$ cat src/rtl/axil_xbar.sv
// AXI-Lite 1:N crossbar. Address decode, one outstanding read and one outstanding write.
// Define AXIL_XBAR_DECERR_EN to answer unmapped addresses with DECERR instead of routing them to slave 0.
module axil_xbar #(
  parameter int unsigned       SLAVE_NUM = 2,
  parameter int unsigned       ADDR_W    = 32,
  parameter int unsigned       DATA_W    = 32,
  parameter logic [ADDR_W-1:0] SLAVE_BASE [SLAVE_NUM] = '{32'ha00003f8, 32'h80000000},
  parameter logic [ADDR_W-1:0] SLAVE_SIZE [SLAVE_NUM] = '{32'h4, 32'h08000000}
) (
  input  logic                                clk,
  input  logic                                reset,
  input  logic [ADDR_W-1:0]                   m_araddr,
  input  logic [ADDR_W-1:0]                   m_awaddr,
  input  logic                                m_arvalid,
  input  logic                                m_awvalid,
  input  logic                                m_wvalid,
  input  logic                                m_rready,
  input  logic                                m_bready,
  input  logic [DATA_W-1:0]                   m_wdata,
  input  logic [DATA_W/8-1:0]                 m_wstrb,
  output logic                                m_arready,
  output logic                                m_awready,
  output logic                                m_wready,
  output logic                                m_rvalid,
  output logic                                m_bvalid,
  output logic [DATA_W-1:0]                   m_rdata,
  output logic [1:0]                          m_rresp,
  output logic [1:0]                          m_bresp,
  output logic [SLAVE_NUM-1:0][ADDR_W-1:0]    s_araddr,
  output logic [SLAVE_NUM-1:0][ADDR_W-1:0]    s_awaddr,
  output logic [SLAVE_NUM-1:0][DATA_W-1:0]    s_wdata,
  output logic [SLAVE_NUM-1:0][DATA_W/8-1:0]  s_wstrb,
  output logic [SLAVE_NUM-1:0]                s_arvalid,
  output logic [SLAVE_NUM-1:0]                s_awvalid,
  output logic [SLAVE_NUM-1:0]                s_wvalid,
  output logic [SLAVE_NUM-1:0]                s_rready,
  output logic [SLAVE_NUM-1:0]                s_bready,
  input  logic [SLAVE_NUM-1:0]                s_arready,
  input  logic [SLAVE_NUM-1:0]                s_awready,
  input  logic [SLAVE_NUM-1:0]                s_wready,
  input  logic [SLAVE_NUM-1:0]                s_rvalid,
  input  logic [SLAVE_NUM-1:0]                s_bvalid,
  input  logic [SLAVE_NUM-1:0][DATA_W-1:0]    s_rdata,
  input  logic [SLAVE_NUM-1:0][1:0]           s_rresp,
  input  logic [SLAVE_NUM-1:0][1:0]           s_bresp
);

  localparam int unsigned IDX_W = (SLAVE_NUM > 1) ? $clog2(SLAVE_NUM) : 1;

`ifdef AXIL_XBAR_DECERR_EN
  typedef enum logic [1:0] {RD_IDLE, RD_RESP, RD_ERR} rd_state_t;
  typedef enum logic [2:0] {WR_IDLE, WR_DATA, WR_ADDR, WR_RESP, WR_ERR} wr_state_t;
`else
  typedef enum logic [1:0] {RD_IDLE, RD_RESP} rd_state_t;
  typedef enum logic [2:0] {WR_IDLE, WR_DATA, WR_ADDR, WR_RESP} wr_state_t;
`endif

  rd_state_t              r_rd_state, w_rd_next;
  wr_state_t              r_wr_state, w_wr_next;
  logic [IDX_W-1:0]       r_rd_idx, w_rd_idx_next;
  logic [IDX_W-1:0]       r_wr_idx, w_wr_idx_next;
  logic [SLAVE_NUM-1:0]   w_ar_hit, w_aw_hit;
  logic [IDX_W-1:0]       w_ar_sel, w_aw_sel;

  // Bounds are compared one bit wider so a region ending at 2^ADDR_W does not wrap.
  function automatic logic [SLAVE_NUM-1:0] f_hit(input logic [ADDR_W-1:0] a);
    logic [ADDR_W:0] lo, hi;
    f_hit = '0;
    for (int unsigned j = 0; j < SLAVE_NUM; j++) begin
      lo = {1'b0, SLAVE_BASE[j]};
      hi = lo + {1'b0, SLAVE_SIZE[j]};
      f_hit[j] = ({1'b0, a} >= lo) && ({1'b0, a} < hi);
    end
  endfunction

  // Scanning downward lets the lowest matching region win; no hit falls back to 0.
  function automatic logic [IDX_W-1:0] f_sel(input logic [SLAVE_NUM-1:0] h);
    f_sel = '0;
    for (int unsigned j = SLAVE_NUM; j > 0; j--)
      if (h[j-1]) f_sel = IDX_W'(j-1);
  endfunction

  assign w_ar_hit = f_hit(m_araddr);
  assign w_aw_hit = f_hit(m_awaddr);
  assign w_ar_sel = f_sel(w_ar_hit);
  assign w_aw_sel = f_sel(w_aw_hit);

  assign s_araddr = {SLAVE_NUM{m_araddr}};
  assign s_awaddr = {SLAVE_NUM{m_awaddr}};
  assign s_wdata  = {SLAVE_NUM{m_wdata}};
  assign s_wstrb  = {SLAVE_NUM{m_wstrb}};

  always_ff @(posedge clk) begin
    if (reset) begin
      r_rd_state <= RD_IDLE;
      r_wr_state <= WR_IDLE;
      r_rd_idx   <= '0;
      r_wr_idx   <= '0;
    end else begin
      r_rd_state <= w_rd_next;
      r_wr_state <= w_wr_next;
      r_rd_idx   <= w_rd_idx_next;
      r_wr_idx   <= w_wr_idx_next;
    end
  end

  always_comb begin
    w_rd_next     = r_rd_state;
    w_rd_idx_next = r_rd_idx;
    s_arvalid     = '0;
    s_rready      = '0;
    m_arready     = 1'b0;
    m_rvalid      = 1'b0;
    m_rdata       = '0;
    m_rresp       = '0;
    case (r_rd_state)
      RD_IDLE: begin
`ifdef AXIL_XBAR_DECERR_EN
        if (!(|w_ar_hit)) begin
          m_arready = m_arvalid;
          if (m_arvalid) w_rd_next = RD_ERR;
        end else
`endif
        begin
          s_arvalid[w_ar_sel] = m_arvalid;
          m_arready           = s_arready[w_ar_sel];
          if (m_arvalid && s_arready[w_ar_sel]) begin
            w_rd_next     = RD_RESP;
            w_rd_idx_next = w_ar_sel;
          end
        end
      end
      RD_RESP: begin
        s_rready[r_rd_idx] = m_rready;
        m_rvalid           = s_rvalid[r_rd_idx];
        m_rdata            = s_rdata[r_rd_idx];
        m_rresp            = s_rresp[r_rd_idx];
        if (m_rready && s_rvalid[r_rd_idx]) w_rd_next = RD_IDLE;
      end
`ifdef AXIL_XBAR_DECERR_EN
      RD_ERR: begin
        m_rvalid = 1'b1;
        m_rresp  = 2'b11;
        if (m_rready) w_rd_next = RD_IDLE;
      end
`endif
      default: w_rd_next = RD_IDLE;
    endcase
  end

  always_comb begin
    w_wr_next     = r_wr_state;
    w_wr_idx_next = r_wr_idx;
    s_awvalid     = '0;
    s_wvalid      = '0;
    s_bready      = '0;
    m_awready     = 1'b0;
    m_wready      = 1'b0;
    m_bvalid      = 1'b0;
    m_bresp       = '0;
    case (r_wr_state)
      WR_IDLE: begin
        if (m_awvalid) begin
`ifdef AXIL_XBAR_DECERR_EN
          // Unmapped writes are swallowed only once both AW and W are present.
          if (!(|w_aw_hit)) begin
            m_awready = m_wvalid;
            m_wready  = m_wvalid;
            if (m_wvalid) w_wr_next = WR_ERR;
          end else
`endif
          begin
            s_awvalid[w_aw_sel] = 1'b1;
            s_wvalid[w_aw_sel]  = m_wvalid;
            m_awready           = s_awready[w_aw_sel];
            m_wready            = s_wready[w_aw_sel];
            if (s_awready[w_aw_sel] || (m_wvalid && s_wready[w_aw_sel]))
              w_wr_idx_next = w_aw_sel;
            if (s_awready[w_aw_sel] && m_wvalid && s_wready[w_aw_sel])
              w_wr_next = WR_RESP;
            else if (s_awready[w_aw_sel])
              w_wr_next = WR_DATA;
            else if (m_wvalid && s_wready[w_aw_sel])
              w_wr_next = WR_ADDR;
          end
        end
      end
      WR_DATA: begin
        s_wvalid[r_wr_idx] = m_wvalid;
        m_wready           = s_wready[r_wr_idx];
        if (m_wvalid && s_wready[r_wr_idx]) w_wr_next = WR_RESP;
      end
      WR_ADDR: begin
        s_awvalid[r_wr_idx] = m_awvalid;
        m_awready           = s_awready[r_wr_idx];
        if (m_awvalid && s_awready[r_wr_idx]) w_wr_next = WR_RESP;
      end
      WR_RESP: begin
        s_bready[r_wr_idx] = m_bready;
        m_bvalid           = s_bvalid[r_wr_idx];
        m_bresp            = s_bresp[r_wr_idx];
        if (m_bready && s_bvalid[r_wr_idx]) w_wr_next = WR_IDLE;
      end
`ifdef AXIL_XBAR_DECERR_EN
      WR_ERR: begin
        m_bvalid = 1'b1;
        m_bresp  = 2'b11;
        if (m_bready) w_wr_next = WR_IDLE;
      end
`endif
      default: w_wr_next = WR_IDLE;
    endcase
  end

endmodule

$ cat config.mk
export PLATFORM = sky130hd
export DESIGN_NAME = axil_xbar
export DESIGN_NICKNAME = d
export VERILOG_FILES = /design/src/rtl/axil_xbar.sv
export SDC_FILE = /design/constraint.sdc
export NUM_CORES = 1
export LEC_CHECK = 0
export CAP_MARGIN = 20
export CORE_AREA = 2 2 173 175
export CTS_BUF_LIST = sky130_fd_sc_hd__clkbuf_8
export DETAILED_ROUTE_END_ITERATION = 10
export DIE_AREA = 0 0 175 177
export PLACE_DENSITY = 0.42
export SLEW_MARGIN = 20
export SYNTH_ARGS = -nofsm -noshare
export SYNTH_HDL_FRONTEND = slang
export SYNTH_SLANG_ARGS = --single-unit
$ cat constraint.sdc
create_clock -name clk -period 4.3 [get_ports clk]
set_input_delay 0.43 -clock clk [delete_from_list [all_inputs] [get_ports clk]]
set_output_delay 0.43 -clock clk [all_outputs]
set_load 0.05 [all_outputs]
==> results <==
- After synthesis the cells add up to ~2800 µm².
- The relative slew slack is between 40% and 50%.
- The net count after synthesis is about 560.
- Setup violations remaining at the end of the flow were counted as 0.
- The half-perimeter wire length after placement is 8490 µm.
- The run finished with clean final reports.
- The number of maximum-capacitance constraint violations is 0.
- Summed over all layers, the routed wires come to 9940 µm.
- The setup skew after layout is around 0.084 ps.
- The worst endpoint data arrival time is 2690 ps.
- The worst-margin pin slew is 792 ps.
- The share of layout cells above drive strength 1 is 4.19%.
- Setup total negative slack on the finished layout was measured at 0 ps.
- The initial antenna violation count was 0.
- The final instance area is 3470 µm².
- Gates resized during post-CTS repair numbered 0.
- The highest fanout seen on the critical path is 7.
- TritonCTS built the clock tree.
- The number of global-route vias before repair is ~2,100.
- Summing internal, switching and leakage power gives roughly 0.67 mW.
- During placement, the flow inserted port buffers numbering 169.
- The number of buffers inserted by hold repair at cts is 0.
- The worst IR drop on VDD is approximately 65 µV.
- The library cells used most frequently in the layout, excluding fill and tap cells, are sky130_fd_sc_hd__clkdlybuf4s50_1, sky130_fd_sc_hd__mux2i_1, sky130_fd_sc_hd__nor2b_1.
- The final number of hold-violating endpoints is 0.
- In the final routed layout, each cell accounts on average for 13.7 µm.
- The congestion estimate from routability-driven global placement came to 0.673.
- The number of sinks on the clock net is 5.
- The number of unique standard cell types used by synthesis is 43.
- Clock latency on the worst-skew pair, taken at its later pin, is between 200 and 250 ps.
- The required time at the endpoint of the critical path is 3870 ps.
- The detailed router finished its first iteration with 36 violations.
- The number of vias in the routed layout is 2,026.
- By area the synthesized netlist is led by sky130_fd_sc_hd__buf_4, sky130_fd_sc_hd__mux2i_1, sky130_fd_sc_hd__nor2b_1.
- After detailed routing, the number of remaining DRC violations is 0.
- The critical path in this run is classified as primary input to output port.
- The most frequent standard cell in the layout excluding fill and tap cells is sky130_fd_sc_hd__clkdlybuf4s50_1.
- The overflow left after global routing is 0.
- The number of cells traversed by the worst register-to-register path is 5.
- The flop and latch count out of synthesis is 5.
- The area growth from synthesis to layout is 24.0%.
- The clock edge transition at the registers on the reported setup and hold paths is 30 ps.
- The worst flop-to-flop path endpoint is r_wr_state[0].
- The net count of the finished layout is 528.
- In the synthesized netlist the dominant register cell turns out to be sky130_fd_sc_hd__dfxtp_1.
- The floorplan step set the die height to 177 µm.
- The area share of the leading cell type in the synthesized netlist is a little over half.
- The number of fill cells is 3,348.
- The per-instance average area after synthesis is 7.55 µm².
- Derived from the worst setup path, the maximum achievable clock frequency is 320 MHz.
- After synthesis, flip-flops and latches occupy 3.57% of the total area.
- The share of the clock period used by the worst path after layout is approximately 73%.
- The minimum setup slack among reg-to-reg paths is between 2000 and 3000 ps.
- In this run the number of H-tree levels came out at 1.
- The worst hold path belongs to the class flop to flop.
- The number of flops mapped to enable cells by yosys is 0.
- For this run, the total global-route usage over all layers was measured as 5.88%.
- The startpoint of the most critical register-to-register path is r_wr_idx.
- The global-route wire length before repair is about 14,000 µm.
- After clock tree synthesis, the setup repair step added 0 buffers.
- In this run the cell area measured after placement is 3430 µm².
- The worst setup path is captured at an output port.
- Measured along the x axis, the die boundary spans 175 µm.
- The die covers 31,000 µm².
- The number of pins exceeding their max-slew limit in the final report was 0.
- The core region is 29,200 µm².
- The initial cell density of the core is 9.58%.
- The total power divided by cell area is 194 nW/µm².
- The worst hold path was traced through 2 stages.
- The count of standard-cell rows is 63.
- The count of nets left with antenna violations once routing finished came out at 0.
- The number of clock buffers added by TritonCTS is 3.
- The timing startpoint of the critical path is m_awaddr[31].
- Counting along the longest clock path gives a buffer depth of 2.
- The leakage power is 1.09 nW.
- The number of antenna diodes in the final layout is 0.
- In this run the clock root is driven by a sky130_fd_sc_hd__clkbuf_8.
- After layout, the minimum clock period comes to 3120 ps.
- In this run the worst setup path terminates at m_wready.
- The number of primary I/O pins is 440.
- After detailed routing, the number of vias per cell comes to ~2.8.
- The count of mapped cells out of synthesis is ~370.
- The sort of element at the start of the critical path is a primary input.
- The cell type contributing the most total cell area after synthesis is sky130_fd_sc_hd__buf_4.
- The maximum number of pins on one net before global-route repair is 34.
- Yosys printed 0 warnings.
- Of all flip-flops after synthesis, the portion carrying an async set or reset was 0%.
- Setup repair after global routing left no endpoint under its margin.
- The detailed-router iteration count before antenna repair is 4.
critical path: stages:
cell,delay (ps)
sky130_fd_sc_hd__clkdlybuf4s50_1,490
sky130_fd_sc_hd__nor2b_1,270
sky130_fd_sc_hd__and2_4,240
sky130_fd_sc_hd__and3_1,210
sky130_fd_sc_hd__a21o_1,110
sky130_fd_sc_hd__a22o_1,140
sky130_fd_sc_hd__clkdlybuf4s50_1,790
area by class of cell:
class,count,area [µm²],area share (%)
Sequential cell,5,101,2.92
Clock buffer,3,41.3,1.19
Tap cell,390,488,14.0
Clock inverter,1,3.75,0.108
Inverter,8,30.0,0.864
Timing Repair Buffer,171,1710,49.1
Multi-Input combinational cell,146,1100,31.8
metal layers:
layer  share of wire (%)  global-route usage [%]
met1                  34                    5.98
met2                  48                    9.58
met3                  11                    2.17
met4                 7.1                    5.03
met5                   0                       0
flip-flops by register name (all words and copies together) (netlist names):
signal      flops
r_rd_idx        1
r_wr_idx        1
r_rd_state      1
r_wr_state      2
cells by family (layout without fill, tap and decap cells):
family	count (synthesis)	count (layout)	share of synthesized area, %
AO/OA/AOI/OAI	26	26	6.74
adder cells (fa/ha/maj)	4	4	1.79
buffers and inverters	220	183	57.0
flip-flops	5	5	3.57
multiplexers	42	42	15.1
AND/OR/NAND/NOR	74	74	15.8
through the flow:
step	hold slack [ps]	setup slack, ps	cells	utilization (%)
after floorplan	499	2000	371	-
after global placement	558	1220	720	11.7
after detailed placement	558	1170	720	11.7
after CTS	563	1110	724	11.9
after global routing	587	1010	724	11.9
final	554	1180	724	11.9
report_power, final:
part	switching [mW]	total, mW	internal [mW]
Clock	0.0218	0.0829	0.0611
Sequential	0.0101	0.0655	0.0554
Combinational	0.296	0.526	0.229
synthesized netlist by cell type, drive strengths merged (4+ instances only):
cell type / number
nor2b: 39
inv: 8
nand2: 8
a21oi: 4
clkbuf: 6
o21ai: 6
ha: 4
mux2i: 41
nor2: 7
dfxtp: 5
buf: 206
and2: 5
how the worst min path moves through the flow:
stage	start	endpoint	slack, ps
finish	r_wr_state[0]	r_wr_state[0]	550
global route	r_wr_state[1]	r_wr_state[1]	590
CTS	r_wr_state[0]	r_wr_state[0]	560
detailed placement	r_wr_state[0]	r_wr_state[0]	560
global placement	r_wr_state[0]	r_wr_state[0]	560
floorplan	reset	r_wr_idx	500
Note: power is estimated with default switching activity, not from simulation.
